### src/rtl/alu_pkg.sv
// Shared ALU encodings and multiplier sequencer states, so the ALU control
// path and the MUL sequencer agree on opcode values.
package alu_pkg;

    localparam int unsigned ALU_OP_W = 4;

    localparam logic [ALU_OP_W-1:0] ALU_NOP = 4'b0000;
    localparam logic [ALU_OP_W-1:0] ALU_ADD = 4'b0010;
    localparam logic [ALU_OP_W-1:0] ALU_AND = 4'b0100;
    localparam logic [ALU_OP_W-1:0] ALU_OR  = 4'b0101;
    localparam logic [ALU_OP_W-1:0] ALU_SUB = 4'b0110;

    typedef enum logic [1:0] {
        SEQ_IDLE = 2'd0,
        SEQ_RUN  = 2'd1,
        SEQ_DONE = 2'd2
    } seq_state_e;

endpackage

### src/rtl/alu_mul_sequencer.sv
// Iterative shift-add multiplier that borrows the datapath ALU for every
// partial-product addition; yields the low WIDTH bits of a*b.
module alu_mul_sequencer
    import alu_pkg::*;
#(
    parameter int unsigned          WIDTH      = 64,
    parameter logic [ALU_OP_W-1:0]  ADD_OPCODE = ALU_ADD,
    parameter logic [ALU_OP_W-1:0]  NOP_OPCODE = ALU_NOP
) (
    input  logic                input_clk,
    input  logic                input_rst_n,
    input  logic                input_start,
    input  logic [WIDTH-1:0]    input_operand_a,
    input  logic [WIDTH-1:0]    input_operand_b,
    output logic                output_busy,
    output logic                output_done,
    output logic [WIDTH-1:0]    output_result,
    output logic                output_result_zero,
    output logic [WIDTH-1:0]    output_alu_data_1,
    output logic [WIDTH-1:0]    output_alu_data_2,
    output logic [ALU_OP_W-1:0] output_alu_opcode,
    input  logic [WIDTH-1:0]    input_alu_data,
    input  logic [WIDTH-1:0]    input_alu_zero
);

    seq_state_e       state_q, state_d;
    logic [WIDTH-1:0] acc_q, acc_d;
    logic [WIDTH-1:0] mcand_q, mcand_d;
    logic [WIDTH-1:0] mplier_q, mplier_d;
    logic [WIDTH-1:0] result_q, result_d;
    logic             result_zero_q, result_zero_d;

    // The ALU zero flag carries nothing the sequencer needs.
    logic unused_alu_zero;
    assign unused_alu_zero = |input_alu_zero;

    always_ff @(posedge input_clk or negedge input_rst_n) begin
        if (!input_rst_n) begin
            state_q       <= SEQ_IDLE;
            acc_q         <= '0;
            mcand_q       <= '0;
            mplier_q      <= '0;
            result_q      <= '0;
            result_zero_q <= 1'b1;
        end else begin
            state_q       <= state_d;
            acc_q         <= acc_d;
            mcand_q       <= mcand_d;
            mplier_q      <= mplier_d;
            result_q      <= result_d;
            result_zero_q <= result_zero_d;
        end
    end

    // Next state plus ALU drive; the ALU is only asked to add on a set multiplier bit.
    always_comb begin
        state_d           = state_q;
        acc_d             = acc_q;
        mcand_d           = mcand_q;
        mplier_d          = mplier_q;
        result_d          = result_q;
        result_zero_d     = result_zero_q;
        output_alu_data_1 = '0;
        output_alu_data_2 = '0;
        output_alu_opcode = NOP_OPCODE;

        case (state_q)
            SEQ_IDLE: begin
                if (input_start) begin
                    acc_d    = '0;
                    mcand_d  = input_operand_a;
                    mplier_d = input_operand_b;
                    state_d  = SEQ_RUN;
                end
            end
            SEQ_RUN: begin
                if (mplier_q != '0) begin
                    if (mplier_q[0]) begin
                        output_alu_data_1 = acc_q;
                        output_alu_data_2 = mcand_q;
                        output_alu_opcode = ADD_OPCODE;
                        acc_d             = input_alu_data;
                    end
                    mcand_d  = mcand_q << 1;
                    mplier_d = mplier_q >> 1;
                end else begin
                    result_d      = acc_q;
                    result_zero_d = (acc_q == '0);
                    state_d       = SEQ_DONE;
                end
            end
            SEQ_DONE: state_d = SEQ_IDLE;
            default:  state_d = SEQ_IDLE;
        endcase
    end

    assign output_busy        = (state_q != SEQ_IDLE);
    assign output_done        = (state_q == SEQ_DONE);
    assign output_result      = result_q;
    assign output_result_zero = result_zero_q;

endmodule
### config.mk
export PLATFORM = sky130hd
export DESIGN_NAME = alu_mul_sequencer
export DESIGN_NICKNAME = d
export VERILOG_FILES = /design/src/rtl/alu_pkg.sv /design/src/rtl/alu_mul_sequencer.sv
export SDC_FILE = /design/constraint.sdc
export NUM_CORES = 1
export LEC_CHECK = 0
export ABC_AREA = 1
export CAP_MARGIN = 20
export CORE_MARGIN = 4
export CORE_UTILIZATION = 35
export CTS_BUF_LIST = sky130_fd_sc_hd__clkbuf_4
export CTS_CLUSTER_DIAMETER = 120
export DETAILED_ROUTE_END_ITERATION = 6
export GPL_TIMING_DRIVEN = 0
export MAX_ROUTING_LAYER = met4
export PLACE_DENSITY_LB_ADDON = 0.12
export SETUP_SLACK_MARGIN = 0.05
export SLEW_MARGIN = 0
export SYNTH_ARGS = -nofsm -noshare
export SYNTH_HDL_FRONTEND = slang
export SYNTH_SLANG_ARGS = --single-unit
### constraint.sdc
create_clock -name input_clk -period 2.2 [get_ports input_clk]
set_clock_uncertainty 0.2 [all_clocks]
set_input_delay 0.22 -clock input_clk [delete_from_list [all_inputs] [get_ports input_clk]]
set_output_delay 0.22 -clock input_clk [all_outputs]
set_load 0.02 [all_outputs]
==> results.txt, run 1 <==
----------------------------------------------------
[Run status]
  Status ... finished with violations
  Violations in the final reports ... negative setup slack

[Run]
  Max-cap violations ... 0

[Power and ir drop]
  Leakage power figure ... 0.0108 µW
  Power per Cell Area ... 489 mW/mm²
  VDD IR max ... 0.000369 V

[Worst setup path]
  Data arrival time of the critical path ... 2.13 ns
  Sum of buffers and inverters on the critical path ... 4
  Crit path capture type ... output port
  Register-to-Register Setup Slack ... 0.05 ns
  Startpoint of the worst-slack reg-to-reg timing path ... state_q[1]$_DFFE_PN0P_
  Worst-path cell with the longest stage delay ... dfrtp_1
  Delay-heaviest family, CP ... buffers and inverters
  Cell chain of the critical path ... nor2_4 > buf_12 > nand2_8 > clkbuf_16 > clkbuf_16 > nor2_4 > buf_6
  Element type at the critical path start ... register
  Critical path required time ... 1.78 ns
  Source of the critical timing path ... state_q[1]$_DFFE_PN0P_
  Number of cells traversed by the worst register-to-register path ... 7
  CP Class ... reg2out
  Highest fanout seen on the critical path ... 6
  FF-to-FF End ... acc_q[10]$_DFFE_PN0P_
  Longest individual stage delay on the worst path ... 0.42 ns

[Place]
  Number of instances in the placed design ... 2570
  Count of port buffers added during placement ... 390
  Detailed placement HPWL ... 33000 µm
  Global placer's final weighted congestion ... 0.840

[CTS]
  CTS tree ... built
  Clock latency of the later-clocked register in the worst-skew pair ... 0.74 ns
  Total CTS buffers ... 74
  Clock sink count ... 259
  Max H-tree Level ... 3
  Cell chosen for the clock root ... clkbuf_4
  Clock transition at the registers of the reported paths ... 0.07 ns
  Buffer depth of the longest clock path ... 3

[Timing]
  Setup-violating endpoint count in the final report ... 129
  Time the final worst path needs with I/O delays and setup ... 2.55 ns
  Crit share post-route ... 116%
  Final Hold Fails ... 0
  Fmax achieved ... 0.393 GHz
  RSZ-0062 raised after global routing ... true
  Normalized max-slew margin ... 56.2%
  Slew Limit Fails ... 0
  Smallest setup slack after layout ... -0.346 ns
  Post-route setup TNS ... -37.52 ns
  Actual slew at the worst max-slew pin ... 0.656 ns

[Global route]
  Pin count of the biggest net entering global routing ... 94
  Global-route wire length before repair ... 74100 µm
  Overflow left after global routing ... 0
  Number of global-route vias before repair ... 13794
  Total global-route track usage ... 24.2%
  Number of antenna violations at the first check in global routing ... 8

[Cells and area]
  Fraction of final layout cells sized beyond drive strength 1 ... 19.9%
  Register Area ... 0.00648 mm²
  FILL cells ... 3246
  Area added between synthesis and finish ... 69.5%
  Net total in the final layout ... 2665
  Non-filler instance count after layout ... 2924
  Multi-input gate area ... 0.00567 mm²

[Drt]
  Average via count per standard cell ... 4.78
  Via count ... 13981
  Total wire length after detailed routing ... 48600 µm
  ANT nets after route ... 0
  Routed WL per cell ... 16.6 µm
  First DRT Iteration DRCs ... 912
  Drt drc ... 0
  First-pass iteration count of the detailed router ... 5

[Die]
  Number of top-level pins ... 458
  Starting density of the core ... 35.5%
  Full die area ... 0.0392 mm²
  Die boundary height ... 198 µm
  Die Span X ... 198 µm
  Row Count ... 69
  Core area ... 0.0356 mm²

[Logic synthesis]
  Synth Register Bits ... 259
  Yosys Warn Count ... 0
  Post-Syn Area per Cell ... 7.37 µm²
  Sequential fraction of the synthesis area ... 51.3%
  Cells after Synth ... 1715
  Post-synth design cell area ... 0.0126 mm²
  Unique cell type count in the Yosys netlist ... 18

[Min path]
  Worst hold path startpoint ... input_alu_data[1]
  Min-Delay Path Class ... in2reg
  Worst Hold Path EP ... acc_q[1]$_DFFE_PN0P_
  Worst Hold Depth ... 3

----------------------------------------------------
[cells in the final DEF (no fill, tap or decap), drive strengths merged]
cell,instances
nand2,616
dfrtp,258
buf,219
clkdlybuf4s50,196
dlygate4sd3,195
nand3,194
o21ai,193
nor2,177
clkbuf,168
inv,138
dlygate4sd2,62
clkinv,13
nor3,12
diode,8
nand4,6
conb,3
or2,2
bufinv,1
clkinvlp,1
dfstp,1
[sequential cells by signal, summed over array words and instances (netlist names)]
name / cells
acc_q: 64
output_result: 64
state_q: 2
output_result_zero: 1
mcand_q: 64
mplier_q: 64
[cells in the mapped netlist]
| cell | number | share of area (%) |
|---|---|---|
| nand2_1 | 613 | 18 |
| inv_1 | 135 | 4.0 |
| buf_4 | 25 | 1.5 |
| buf_6 | 4 | 0.36 |
| dfstp_2 | 1 | 0.21 |
| or2_2 | 2 | 0.099 |
| buf_1 | 2 | 0.059 |
| o21ai_0 | 153 | 6.1 |
| buf_2 | 39 | 1.5 |
| nand4_1 | 6 | 0.30 |
| nand3_1 | 194 | 7.7 |
| o21ai_1 | 40 | 1.6 |
| nand2_2 | 2 | 0.099 |
| nor3_1 | 12 | 0.47 |
| dfrtp_1 | 258 | 51 |
| conb_1 | 1 | 0.030 |
| clkbuf_1 | 51 | 1.5 |
| nor2_1 | 177 | 5.3 |
[layer usage]
layer	vias to the layer above	part of all wire, %	track usage, %
met4	0	2.8	9.54
li1	6804	-	-
met5	-	0	-
met2	476	48	37.8
met1	6622	42	31.0
met3	79	7.0	5.31
[worst max-delay path by stage]
stage / endpoint / slack, ns / cells past startpoint
after floorplan: output_alu_data_1[27] / 0.33 / 7
after global placement: mcand_q[31]$_DFFE_PN0P_ / -11.06 / 1
after detailed placement: output_alu_data_2[2] / -1.34 / 8
after CTS: output_alu_data_1[32] / -0.43 / 7
after global routing: output_alu_data_1[23] / -0.46 / 7
final: output_alu_data_1[33] / -0.35 / 7
[logic make-up (layout without fill, tap and decap cells)]
logic type	count (synthesis)	count (layout)	synth area share, %
buffers and inverters	256	993	8.96
AND/OR/NAND/NOR	1006	1007	32.1
AO/OA/AOI/OAI	193	193	7.64
other	1	11	0.0297
flip-flops	259	259	51.3
[area by class of cell]
type	instances	area share, %
clock buffer	107	3.75
buffer	121	5.11
clock inverter	18	0.455
tap	461	2.69
inverter	135	2.36
sequential	259	30.2
timing repair buffer	612	28.9
multi-input combinational	1203	26.4
antenna	8	0.0934
[report_power, final]
| group | switching (µW) | internal, µW | total [µW] |
|---|---|---|---|
| clock network | 2110 | 2330 | 4440 |
| registers | 20.5 | 4820 | 4840 |
| logic | 485 | 717 | 1200 |
[worst register-to-register path, cell delays in order, from the launching register on]
cell and delay [ns]:
dfrtp_1 0.42, nor2_4 0.16, buf_12 0.12, buf_4 0.23, buf_4 0.27, clkbuf_1 0.41, nand3_1 0.13, o21ai_0 0.10
[repair_timing]
action,4_1_cts,5_1_grt
hold buffers,195,0
endpoints found under the setup margin,435,377
cloned,3,10
endpoints found under the hold margin,450,0
setup buffers,7,6
pin swaps,3,15
gates resized for setup,887,288
[through the flow]
| step | setup WS, ns | util (%) | hold slack [ns] | total power [µW] | area [µm²] |
|---|---|---|---|---|---|
| floorplan | 0.325 | - | -0.276 | 5150 | 12700 |
| global placement | -11.06 | 48.2 | 0.259 | 5790 | 17100 |
| detailed placement | -1.34 | 48.3 | 0.0671 | 5800 | 17200 |
| CTS | -0.428 | 57.1 | 0.0145 | 10600 | 20300 |
| global route | -0.459 | 60.3 | 0.0212 | 11000 | 21400 |
| finish | -0.346 | 60.3 | 0.0708 | 10500 | 21400 |
(Power assumes the default switching activity.)
==> run 2: changes to the inputs <==
--- a/config.mk
+++ b/config.mk
@@ -20,3 +20,4 @@
 export SYNTH_ARGS = -nofsm -noshare
 export SYNTH_HDL_FRONTEND = slang
 export SYNTH_SLANG_ARGS = --single-unit
+export TNS_END_PERCENT = 50
==> constraint.sdc (replaced) <==
create_clock -name input_clk -period 2.4 [get_ports input_clk]
set_clock_uncertainty 0.2 [all_clocks]
set_input_delay 0.24 -clock input_clk [delete_from_list [all_inputs] [get_ports input_clk]]
set_output_delay 0.24 -clock input_clk [all_outputs]
set_load 0.02 [all_outputs]
==> results.txt, run 2 (synthesis results as in run 1) <==
----------------------------------------------------
[Die]
  Number of top-level pins ... 458 (unchanged)
  Starting density of the core ... 35.5% (unchanged)
  Full die area ... 0.0392 mm² (unchanged)
  Core area ... 0.0356 mm² (unchanged)
  Row Count ... 69 (unchanged)
  Die Span X ... 198 µm (unchanged)
  Die boundary height ... 198 µm (unchanged)

[Worst setup path]
  Longest individual stage delay on the worst path ... 0.42 ns (about the same)
  Highest fanout seen on the critical path ... 6 (unchanged)
  Data arrival time of the critical path ... 2.14 ns (was 2.13 ns)
  Crit path capture type ... output port (unchanged)
  Worst-path cell with the longest stage delay ... dfrtp_1 (unchanged)
  Element type at the critical path start ... register (unchanged)
  Critical path required time ... 1.96 ns (was 1.78 ns)
  CP Class ... reg2out (unchanged)
  Cell chain of the critical path ... nor2_4 > buf_12 > nand2_8 > clkbuf_16 > clkbuf_16 > nor2_4 > buf_6 (unchanged)

[Place]
  Count of port buffers added during placement ... 390 (unchanged)
  Pre-CTS WS ... -1.16 ns (was -1.34 ns)
  Global placer's final weighted congestion ... 0.840 (unchanged)
  Detailed placement HPWL ... 33000 µm (unchanged)

[Drt]
  Drt drc ... 0 (unchanged)
  Average via count per standard cell ... 4.73 (was 4.78)
  Via count ... 13759 (was 13981)
  Total wire length after detailed routing ... 47400 µm (was 48600 µm)
  Routed WL per cell ... 16.3 µm (was 16.6 µm)
  First DRT Iteration DRCs ... 722 (was 912)
  ANT nets after route ... 0 (unchanged)
  First-pass iteration count of the detailed router ... 5 (unchanged)

[Power and ir drop]
  Leakage power figure ... 0.0101 µW (was 0.0108 µW)
  VDD IR max ... 0.000338 V (was 0.000369 V)
  Power per Cell Area ... 462 mW/mm² (was 489 mW/mm²)

[Timing]
  Fmax achieved ... 0.387 GHz
  RSZ-0062 raised after global routing ... true (unchanged)
  Crit share post-route ... 108%
  Actual slew at the worst max-slew pin ... 0.669 ns (was 0.656 ns)
  Normalized max-slew margin ... 55.4% (was 56.2%)
  Time the final worst path needs with I/O delays and setup ... 2.58 ns
  Slew Limit Fails ... 0 (unchanged)
  Post-route setup TNS ... -16.66 ns (was -37.52 ns)
  Smallest setup slack after layout ... -0.183 ns (was -0.346 ns)
  Setup-violating endpoint count in the final report ... 120 (was 129)
  Final Hold Fails ... 0 (unchanged)

[Cells and area]
  Area added between synthesis and finish ... 64.8% (was 69.5%)
  Most common cell after layout, fill and taps aside ... nand2_1 (unchanged)
  FILL cells ... 3293 (was 3246)
  Most frequent cells in the layout ... nand2_1 (612), dfrtp_1 (257), clkdlybuf4s50_1 (257) (was nand2_1 (605), dfrtp_1 (257), clkdlybuf4s50_1 (196))
  Fraction of final layout cells sized beyond drive strength 1 ... 17.4% (was 19.9%)
  Net total in the final layout ... 2647 (was 2665)

[CTS]
  Clock latency of the later-clocked register in the worst-skew pair ... 0.75 ns (was 0.74 ns)
  Total CTS buffers ... 74 (unchanged)
  Buffer depth of the longest clock path ... 3 (unchanged)
  CTS tree ... built (unchanged)
  Clock sink count ... 259 (unchanged)
  Clock transition at the registers of the reported paths ... 0.07 ns (about the same)
  Cell chosen for the clock root ... clkbuf_4 (unchanged)
  Max H-tree Level ... 3 (unchanged)

[Min path]
  Min-Delay Path Class ... in2reg (unchanged)

[Global route]
  Overflow left after global routing ... 0 (unchanged)
  Number of global-route vias before repair ... 13703 (was 13794)
  Total global-route track usage ... 24.1% (was 24.2%)
  Pin count of the biggest net entering global routing ... 94 (unchanged)
  Number of antenna violations at the first check in global routing ... 7 (was 8)
  Global-route wire length before repair ... 73700 µm (was 74100 µm)

[Run status]
  Status ... finished with violations (unchanged)
  Violations in the final reports ... negative setup slack (unchanged)

[Run]
  Max-cap violations ... 0 (unchanged)

----------------------------------------------------
## run 2: cell types whose count changed in the layout (fill, tap and decap cells not counted), sizes merged
cell,change
diode,+1
dlygate4sd2,-62
nand2,-1
clkdlybuf4s50,+61
dlygate4sd3,-2
dlymetal6s2s,+2
buf,-10
clkbuf,-6
## run 2: worst max-delay path: cells and delay by family, from the launching register on
| family | cells | cell delay [ns] |
|---|---|---|
| buffers and inverters | 4 | 0.62 |
| DFF | 1 | 0.42 |
| and+or+nand+nor | 3 | 0.35 |
## run 2: worst paths after layout
check | endpoint | slack (ns) | cells after the start | startpoint
max | output_alu_data_1[33] | -0.18 | 7 | state_q[1]$_DFFE_PN0P_
min | mcand_q[54]$_DFFE_PN0P_ | 0.06 | 5 | input_operand_a[54]
min in group asynchronous | acc_q[13]$_DFFE_PN0P_ | 0.44 | 3 | input_rst_n
min reg2reg | output_result_zero$_DFFE_PN1P_ | 0.28 | 2 | output_result_zero$_DFFE_PN1P_
max in group asynchronous | mplier_q[0]$_DFFE_PN0P_ | 0.61 | 4 | input_rst_n
max reg2reg | acc_q[1]$_DFFE_PN0P_ | 0.23 | 8 | state_q[1]$_DFFE_PN0P_
## run 2: metrics by stage
step	hold slack (ns)	std cells	area (µm²)	total power, µW	util, %
detailed placement	0.0871	2570	17200	5310	48.3
finish	0.0611	2907	20800	9620	58.6
CTS	0.00175	2894	20300	9730	57.0
global placement	0.259	2568	17100	5300	48.2
global route	0.0396	2905	20800	10100	58.6
floorplan	-0.256	1717	12700	4720	-
## run 2: power breakdown
group          leakage (µW)  total, µW  switching [µW]  internal, µW
combinational       0.00628       1100             442           656
sequential          0.00332       4440            18.7          4420
clock              0.000540       4090            1950          2140
## run 2: area by class of cell
cell class	count	area, µm²	area share [%]
Buffer	120	827	3.97
Antenna cell	9	22.5	0.108
Clock buffer	107	803	3.86
Inverter	135	507	2.43
Multi-Input combinational cell	1202	5540	26.6
Clock inverter	18	97.6	0.468
Tap cell	461	577	2.77
Timing Repair Buffer	596	5980	28.7
Sequential cell	259	6480	31.1
## run 2: per-layer routing
layer	up-vias	global-route usage [%]	wire [µm]
met4	0	8.62	1320
met2	442	37.9	22600
met1	6485	31.0	20500
met3	74	5.17	3060
li1	6758	-	-
met5	-	-	0
## run 2: repair_timing
| item | in CTS | in global routing |
|---|---|---|
| pin swaps | 3 | 4 |
| endpoints found under the hold margin | 448 | 0 |
| endpoints found under the setup margin | 132 | 319 |
| resized for setup | 780 | 159 |
| gates cloned | 3 | 1 |
| setup buffers | 4 | 3 |
| hold buffers | 193 | 0 |
